**config.mk**
```make
export PLATFORM = sky130hd
export DESIGN_NAME = mult_arbiter
export DESIGN_NICKNAME = d
export VERILOG_FILES = /design/src/rtl/mult_arbiter.sv
export SDC_FILE = /design/constraint.sdc
export NUM_CORES = 1
export LEC_CHECK = 0
export CAP_MARGIN = 20
export CORE_AREA = 3 3 98 147
export CTS_BUF_LIST = sky130_fd_sc_hd__clkbuf_16
export DETAILED_ROUTE_END_ITERATION = 16
export DIE_AREA = 0 0 101 150
export GPL_TIMING_DRIVEN = 0
export PLACE_DENSITY = 0.87
export SYNTH_ARGS = -nofsm -noshare
export SYNTH_HDL_FRONTEND = slang
export SYNTH_SLANG_ARGS = --single-unit
```
**constraint.sdc**
```tcl
create_clock -name clk -period 2.5 [get_ports clk]
set_input_delay 0.25 -clock clk [delete_from_list [all_inputs] [get_ports clk]]
set_output_delay 0.25 -clock clk [all_outputs]
set_load 0.1 [all_outputs]
```
**src/rtl/mult_arbiter.sv**
```systemverilog
// mult_arbiter: round-robin arbiter and sequencer sharing one multiplier among N_REQ requesters.
// The winner's operands are latched, sent to the multiplier with even-parity bits, and the
// product and error flag are returned to the winner through a one-cycle rsp_valid pulse.
//
// Optional feature: define MULT_ARB_TIMEOUT_EN to abort an operation that has spent TIMEOUT
// cycles in REQ/WAIT without m_result_rdy. The abort returns rsp_timeout = 1 and a zero result.
// When the macro is undefined, rsp_timeout is constant 0 and the arbiter waits indefinitely.
//
// Ports:
//   clk, rst_n                  clock, asynchronous active-low reset
//   rq_valid/rq_arg_a/rq_arg_b  per-requester request and packed 16-bit operands
//   rq_ready                    one-cycle accept pulse to the granted requester
//   rsp_valid/rsp_result        one-cycle response pulse to the owner, with the 32-bit product
//   rsp_error/rsp_timeout       parity error / timeout abort for that response
//   busy                        high whenever the FSM is not idle
//   m_*                         multiplier req/ack/result_rdy handshake, operands and parity
module mult_arbiter #(
   parameter int unsigned N_REQ   = 4,
   parameter int unsigned TIMEOUT = 255
) (
   input  logic                clk,
   input  logic                rst_n,
   input  logic [N_REQ-1:0]    rq_valid,
   input  logic [N_REQ*16-1:0] rq_arg_a,
   input  logic [N_REQ*16-1:0] rq_arg_b,
   output logic [N_REQ-1:0]    rq_ready,
   output logic [N_REQ-1:0]    rsp_valid,
   output logic [31:0]         rsp_result,
   output logic                rsp_error,
   output logic                rsp_timeout,
   output logic                busy,
   output logic                m_req,
   output logic [15:0]         m_arg_a,
   output logic                m_arg_a_parity,
   output logic [15:0]         m_arg_b,
   output logic                m_arg_b_parity,
   input  logic                m_ack,
   input  logic [31:0]         m_result,
   input  logic                m_result_parity,
   input  logic                m_result_rdy,
   input  logic                m_arg_parity_error
);

   localparam int unsigned IdxW = $clog2(N_REQ);

   typedef enum logic [1:0] {StIdle, StReq, StWait, StResp} state_e;

   state_e          state_q, state_d;
   logic [IdxW-1:0] ptr_q, ptr_d;
   logic [IdxW-1:0] owner_q, owner_d;
   logic [IdxW-1:0] win, cand;
   logic            win_found;
   logic            capture, tmo;
   logic [15:0]     arg_a_arr [N_REQ];
   logic [15:0]     arg_b_arr [N_REQ];
   logic [15:0]     arg_a_d, arg_b_d;
   logic [31:0]     rsp_result_d;
   logic            rsp_error_d, rsp_timeout_d;

   always_comb begin
      for (int i = 0; i < N_REQ; i++) begin
         arg_a_arr[i] = rq_arg_a[16*i +: 16];
         arg_b_arr[i] = rq_arg_b[16*i +: 16];
      end
   end

   // First requesting port at or above ptr_q, wrapping around.
   always_comb begin
      win       = ptr_q;
      win_found = 1'b0;
      cand      = '0;
      for (int k = 0; k < N_REQ; k++) begin
         cand = IdxW'((int'(ptr_q) + k) % N_REQ);
         if (!win_found && rq_valid[cand]) begin
            win       = cand;
            win_found = 1'b1;
         end
      end
   end

`ifdef MULT_ARB_TIMEOUT_EN
   localparam int unsigned CntW = $clog2(TIMEOUT + 1);
   logic [CntW-1:0] cnt_q;

   // Held at zero in IDLE, so it reads zero in the first REQ cycle.
   always_ff @(posedge clk or negedge rst_n) begin
      if (!rst_n) begin
         cnt_q <= '0;
      end else if (state_q == StReq || state_q == StWait) begin
         cnt_q <= cnt_q + 1'b1;
      end else begin
         cnt_q <= '0;
      end
   end
`else
   // Keeps TIMEOUT referenced when the counter is compiled out.
   logic unused_timeout_cfg;
   assign unused_timeout_cfg = ^TIMEOUT;
`endif

   always_comb begin
      state_d       = state_q;
      ptr_d         = ptr_q;
      owner_d       = owner_q;
      arg_a_d       = m_arg_a;
      arg_b_d       = m_arg_b;
      rsp_result_d  = rsp_result;
      rsp_error_d   = 1'b0;
      rsp_timeout_d = 1'b0;
      capture       = 1'b0;
      tmo           = 1'b0;

      unique case (state_q)
         StIdle: begin
            if (win_found) begin
               state_d = StReq;
               owner_d = win;
               ptr_d   = IdxW'((int'(win) + 1) % N_REQ);
               arg_a_d = arg_a_arr[win];
               arg_b_d = arg_b_arr[win];
            end
         end
         StReq: begin
            if (m_ack) begin
               state_d = StWait;
               capture = m_result_rdy;
            end
         end
         StWait:  capture = m_result_rdy;
         StResp:  state_d = StIdle;
         default: state_d = StIdle;
      endcase

`ifdef MULT_ARB_TIMEOUT_EN
      // A result strobe on the timeout edge takes priority over the abort.
      if ((state_q == StReq || state_q == StWait) && !capture &&
          cnt_q == CntW'(TIMEOUT - 1)) begin
         tmo = 1'b1;
      end
`endif

      if (capture) begin
         state_d      = StResp;
         rsp_result_d = m_result;
         rsp_error_d  = m_arg_parity_error | (m_result_parity != ^m_result);
      end else if (tmo) begin
         state_d       = StResp;
         rsp_result_d  = '0;
         rsp_timeout_d = 1'b1;
      end
   end

   always_ff @(posedge clk or negedge rst_n) begin
      if (!rst_n) begin
         state_q        <= StIdle;
         ptr_q          <= '0;
         owner_q        <= '0;
         m_req          <= 1'b0;
         rq_ready       <= '0;
         rsp_valid      <= '0;
         rsp_result     <= '0;
         rsp_error      <= 1'b0;
         rsp_timeout    <= 1'b0;
         busy           <= 1'b0;
         m_arg_a        <= '0;
         m_arg_b        <= '0;
         m_arg_a_parity <= 1'b0;
         m_arg_b_parity <= 1'b0;
      end else begin
         state_q        <= state_d;
         ptr_q          <= ptr_d;
         owner_q        <= owner_d;
         m_req          <= (state_d == StReq);
         rq_ready       <= (state_q == StIdle && win_found) ? (N_REQ'(1) << win) : '0;
         rsp_valid      <= (state_d == StResp) ? (N_REQ'(1) << owner_d) : '0;
         rsp_result     <= rsp_result_d;
         rsp_error      <= rsp_error_d;
         rsp_timeout    <= rsp_timeout_d;
         busy           <= (state_d != StIdle);
         m_arg_a        <= arg_a_d;
         m_arg_b        <= arg_b_d;
         m_arg_a_parity <= ^arg_a_d;
         m_arg_b_parity <= ^arg_b_d;
      end
   end

endmodule

```
==> run_results.csv <==
group,metric,value,unit
synth,synthMuxAreaShare,21.1,%
timing,max_slew_margin,31.5,%
synth,synthSimpleGateAreaFrac,4.32,%
placement,portBuffers,246,
global_route,antenna_found_initial,0,
status,violations,"setup timing",
clocking,path_clk_slew,0.06,ns
finish,final_common_cell,"clkdlybuf4s50_1",
synth,synth_ff_type,"dfrtp_1",
finish,drive_above_1_share,20.4,%
synth,synth.area.top_cells,"dfrtp_1, mux2_2, xnor2_1",
drt,drt-wirelength-per-cell,20.5,um
critical_path,crit_path_top_delay_cell,"dfrtp_2",
drt,wl,17200,um
placement,dpl-instance-area,7430,um2
critical_path,critical_path_arrival,3.00,ns
timing,fmax,357,MHz
drt,ant_nets,0,
finish,syn2layout_area_growth,70.4,%
timing,drv_slew,0,
drt,drt_pass1_iterations,4,
synth,avgSynthCellArea,12.0,um2
critical_path,path_class,"flop to flop",
global_route,grt_pass1_vias,4757,
synth,yosys_warnings,0,
synth,synthArstFlopShare,100,%
timing,tightest_slew,1.02,ns
critical_path,crit_path_start_kind,"flop",
synth,synth_edf_count,0,
synth,yosys.cell_types.count,43,
finish,final_cell_mix,"clkdlybuf4s50_1, dfrtp_1, mux2_2",
critical_path,r2r_slack,-0.30,ns
clocking,htreeDepth,3,
timing,setup_viol,2,
floorplanning,die_area,15200,um2
floorplanning,ios,248,
synth,ys_seq_area_share,44.0,%
synth,synth_nets,573,
timing,rsz0062_at_grt,"true",
critical_path,rr_startpoint,"ptr_q[1]$_DFFE_PN0P_",
clocking,cts_buffers,9,
global_route,grt-ovfl-total,0,
finish,fin_area,8050,um2
global_route,track_usage,21.1,%
synth,synth_area,4720,um2
timing,fin_hold_ws,0.451,ns
finish,layout.nets,851,
drt,drc_errors,0,
synth,synth_cells,395,
clocking,cts_root_buffer,"clkbuf_16",
synth,synth_top_cell_area_share,44.0,%
critical_path,worst_ep_required_time,2.70,ns
floorplanning,start_util,35.3,%
drt,dr.first_iter.drc_count,97,
synth,synth_fa_ha_area_share,2.12,%
timing,fin_crit,2.80,ns
placement,dpl.hpwl,13100,um
critical_path,crit_family,"XOR/XNOR gates",
clocking,clockBufferDepth,2,
clocking,cts_tree,"done",
run,cap_violations,0,
placement,place.gp.congestion,0.864,
critical_path,cpPeakStageDelay,0.43,ns
finish,n_antenna_cell,0,
critical_path,cp_cell_sequence,"nor2_1 > a221o_1 > o22a_1 > nor2_4 > buf_6 > buf_6 > a21oi_1 > xnor2_1 > xnor3_1 > xnor3_1",
timing,hold_viol,0,
floorplanning,die_y,150,um
synth,yosys_register_bits,83,
clocking,worst_skew_pair.late_latency,0.33,ns
timing,skew,0.00758,ns
synth,synth_compound_area_share,11.5,%
floorplanning,rows,52,
timing,post-route-period-util,112,%
critical_path,reg2reg_depth,10,
global_route,grt_max_degree,47,
critical_path,reg2reg_to,"m_arg_a_parity$_DFF_PN0_",
floorplanning,die_w,101,um
drt,vias,4329,
hold_path,hp-class,"input pin to async pin",
critical_path,path_max_fanout,10,
synth,synth_top_family_by_area,"multiplexers",
status,outcome,"finished with violations",
timing,fin_ws,-0.299,ns
clocking,cts_num_sinks,83,
floorplanning,core-area,13400,um2
global_route,grt_pass1_wl,24500,um
synth,yosysTopAreaCell,"dfrtp_1",
synth,synth_xor_area_share,12.1,%
critical_path,cp-end-kind,"flop",
critical_path,crit_buf_inv,2,
drt,via_per_inst,5.16,
state kept, by name, indices dropped and copies added (netlist names):
| name | count |
|---|---|
| busy | 1 |
| m_arg_a | 16 |
| m_arg_a_parity | 1 |
| m_arg_b | 16 |
| m_arg_b_parity | 1 |
| m_req | 1 |
| owner_q | 2 |
| ptr_q | 2 |
| rq_ready | 4 |
| rsp_error | 1 |
| rsp_result | 32 |
| rsp_valid | 4 |
| state_q | 2 |
how the worst max path moves through the flow:
stage	from	end	slack, ns	cells after the start
CTS	ptr_q[0]$_DFFE_PN0P_	m_arg_b_parity$_DFF_PN0_	-0.31	12
global route	ptr_q[0]$_DFFE_PN0P_	m_arg_b_parity$_DFF_PN0_	-0.40	12
global placement	rst_n	m_arg_a[13]$_DFF_PN0_	-1.72	1
floorplan	ptr_q[0]$_DFFE_PN0P_	m_arg_b_parity$_DFF_PN0_	-0.05	12
detailed placement	rq_valid[2]	m_arg_b_parity$_DFF_PN0_	-0.91	13
finish	ptr_q[1]$_DFFE_PN0P_	m_arg_a_parity$_DFF_PN0_	-0.30	10
metal layers:
metal	track usage, %	up-vias	part of all wire, %
met4	9.78	0	4.1
li1	-	1969	-
met3	7.70	55	9.7
met2	39.6	259	53
met5	0	-	0
met1	19.8	2046	33
stage by stage:
step	utilization (%)	worst slack (ns)	TNS [ns]	cells
after detailed placement	55.5	-0.910	-2.87	804
final	60.1	-0.299	-0.583	839
after floorplan	-	-0.0510	-0.102	395
after CTS	58.7	-0.312	-0.573	828
after global placement	55.3	-1.72	-144.20	803
after global routing	60.1	-0.404	-0.786	839
synthesized netlist by cell type, types with 5 or more instances:
cell / number
buf_4: 5
mux2_1: 9
a211oi_1: 6
clkbuf_1: 5
buf_6: 7
xor2_1: 8
dfrtp_1: 83
nor2_1: 15
xnor2_1: 42
xnor3_1: 6
ha_1: 8
o21ai_0: 5
a21oi_1: 29
nor2b_1: 7
o22ai_1: 28
mux2i_1: 32
mux2_2: 51
nand2_1: 5
inv_1: 8
timing repair:
| action | in CTS | in global routing |
|---|---|---|
| resized for setup | 26 | 17 |
| gates cloned | 1 | 3 |
| pin swaps | 7 | 4 |
| hold endpoints to repair | 37 | 0 |
| buffers inserted | 7 | 8 |
| endpoints found under the setup margin | 2 | 30 |
| hold buffers | 1 | 0 |
area by class of cell:
type / count / area (um2)
buffer: 21 / 241
clock buffer: 9 / 225
clock inverter: 6 / 26.3
fill: 1023 / 5350
inverter: 9 / 41.3
multi-input combinational: 282 / 2560
sequential: 83 / 2080
tap: 162 / 203
timing repair buffer: 267 / 2680
cells by family after synthesis:
kind of cell | Yosys count
buffers and inverters | 30
other | 1
XOR/XNOR | 56
flip-flops | 83
AND/OR/NAND/NOR | 40
adder cells (fa/ha/maj) | 8
AO/OA/AOI/OAI | 85
multiplexers | 92
Power is not shown: default switching activity piles up to over one toggle a cycle in this logic, so the estimate is an artifact.
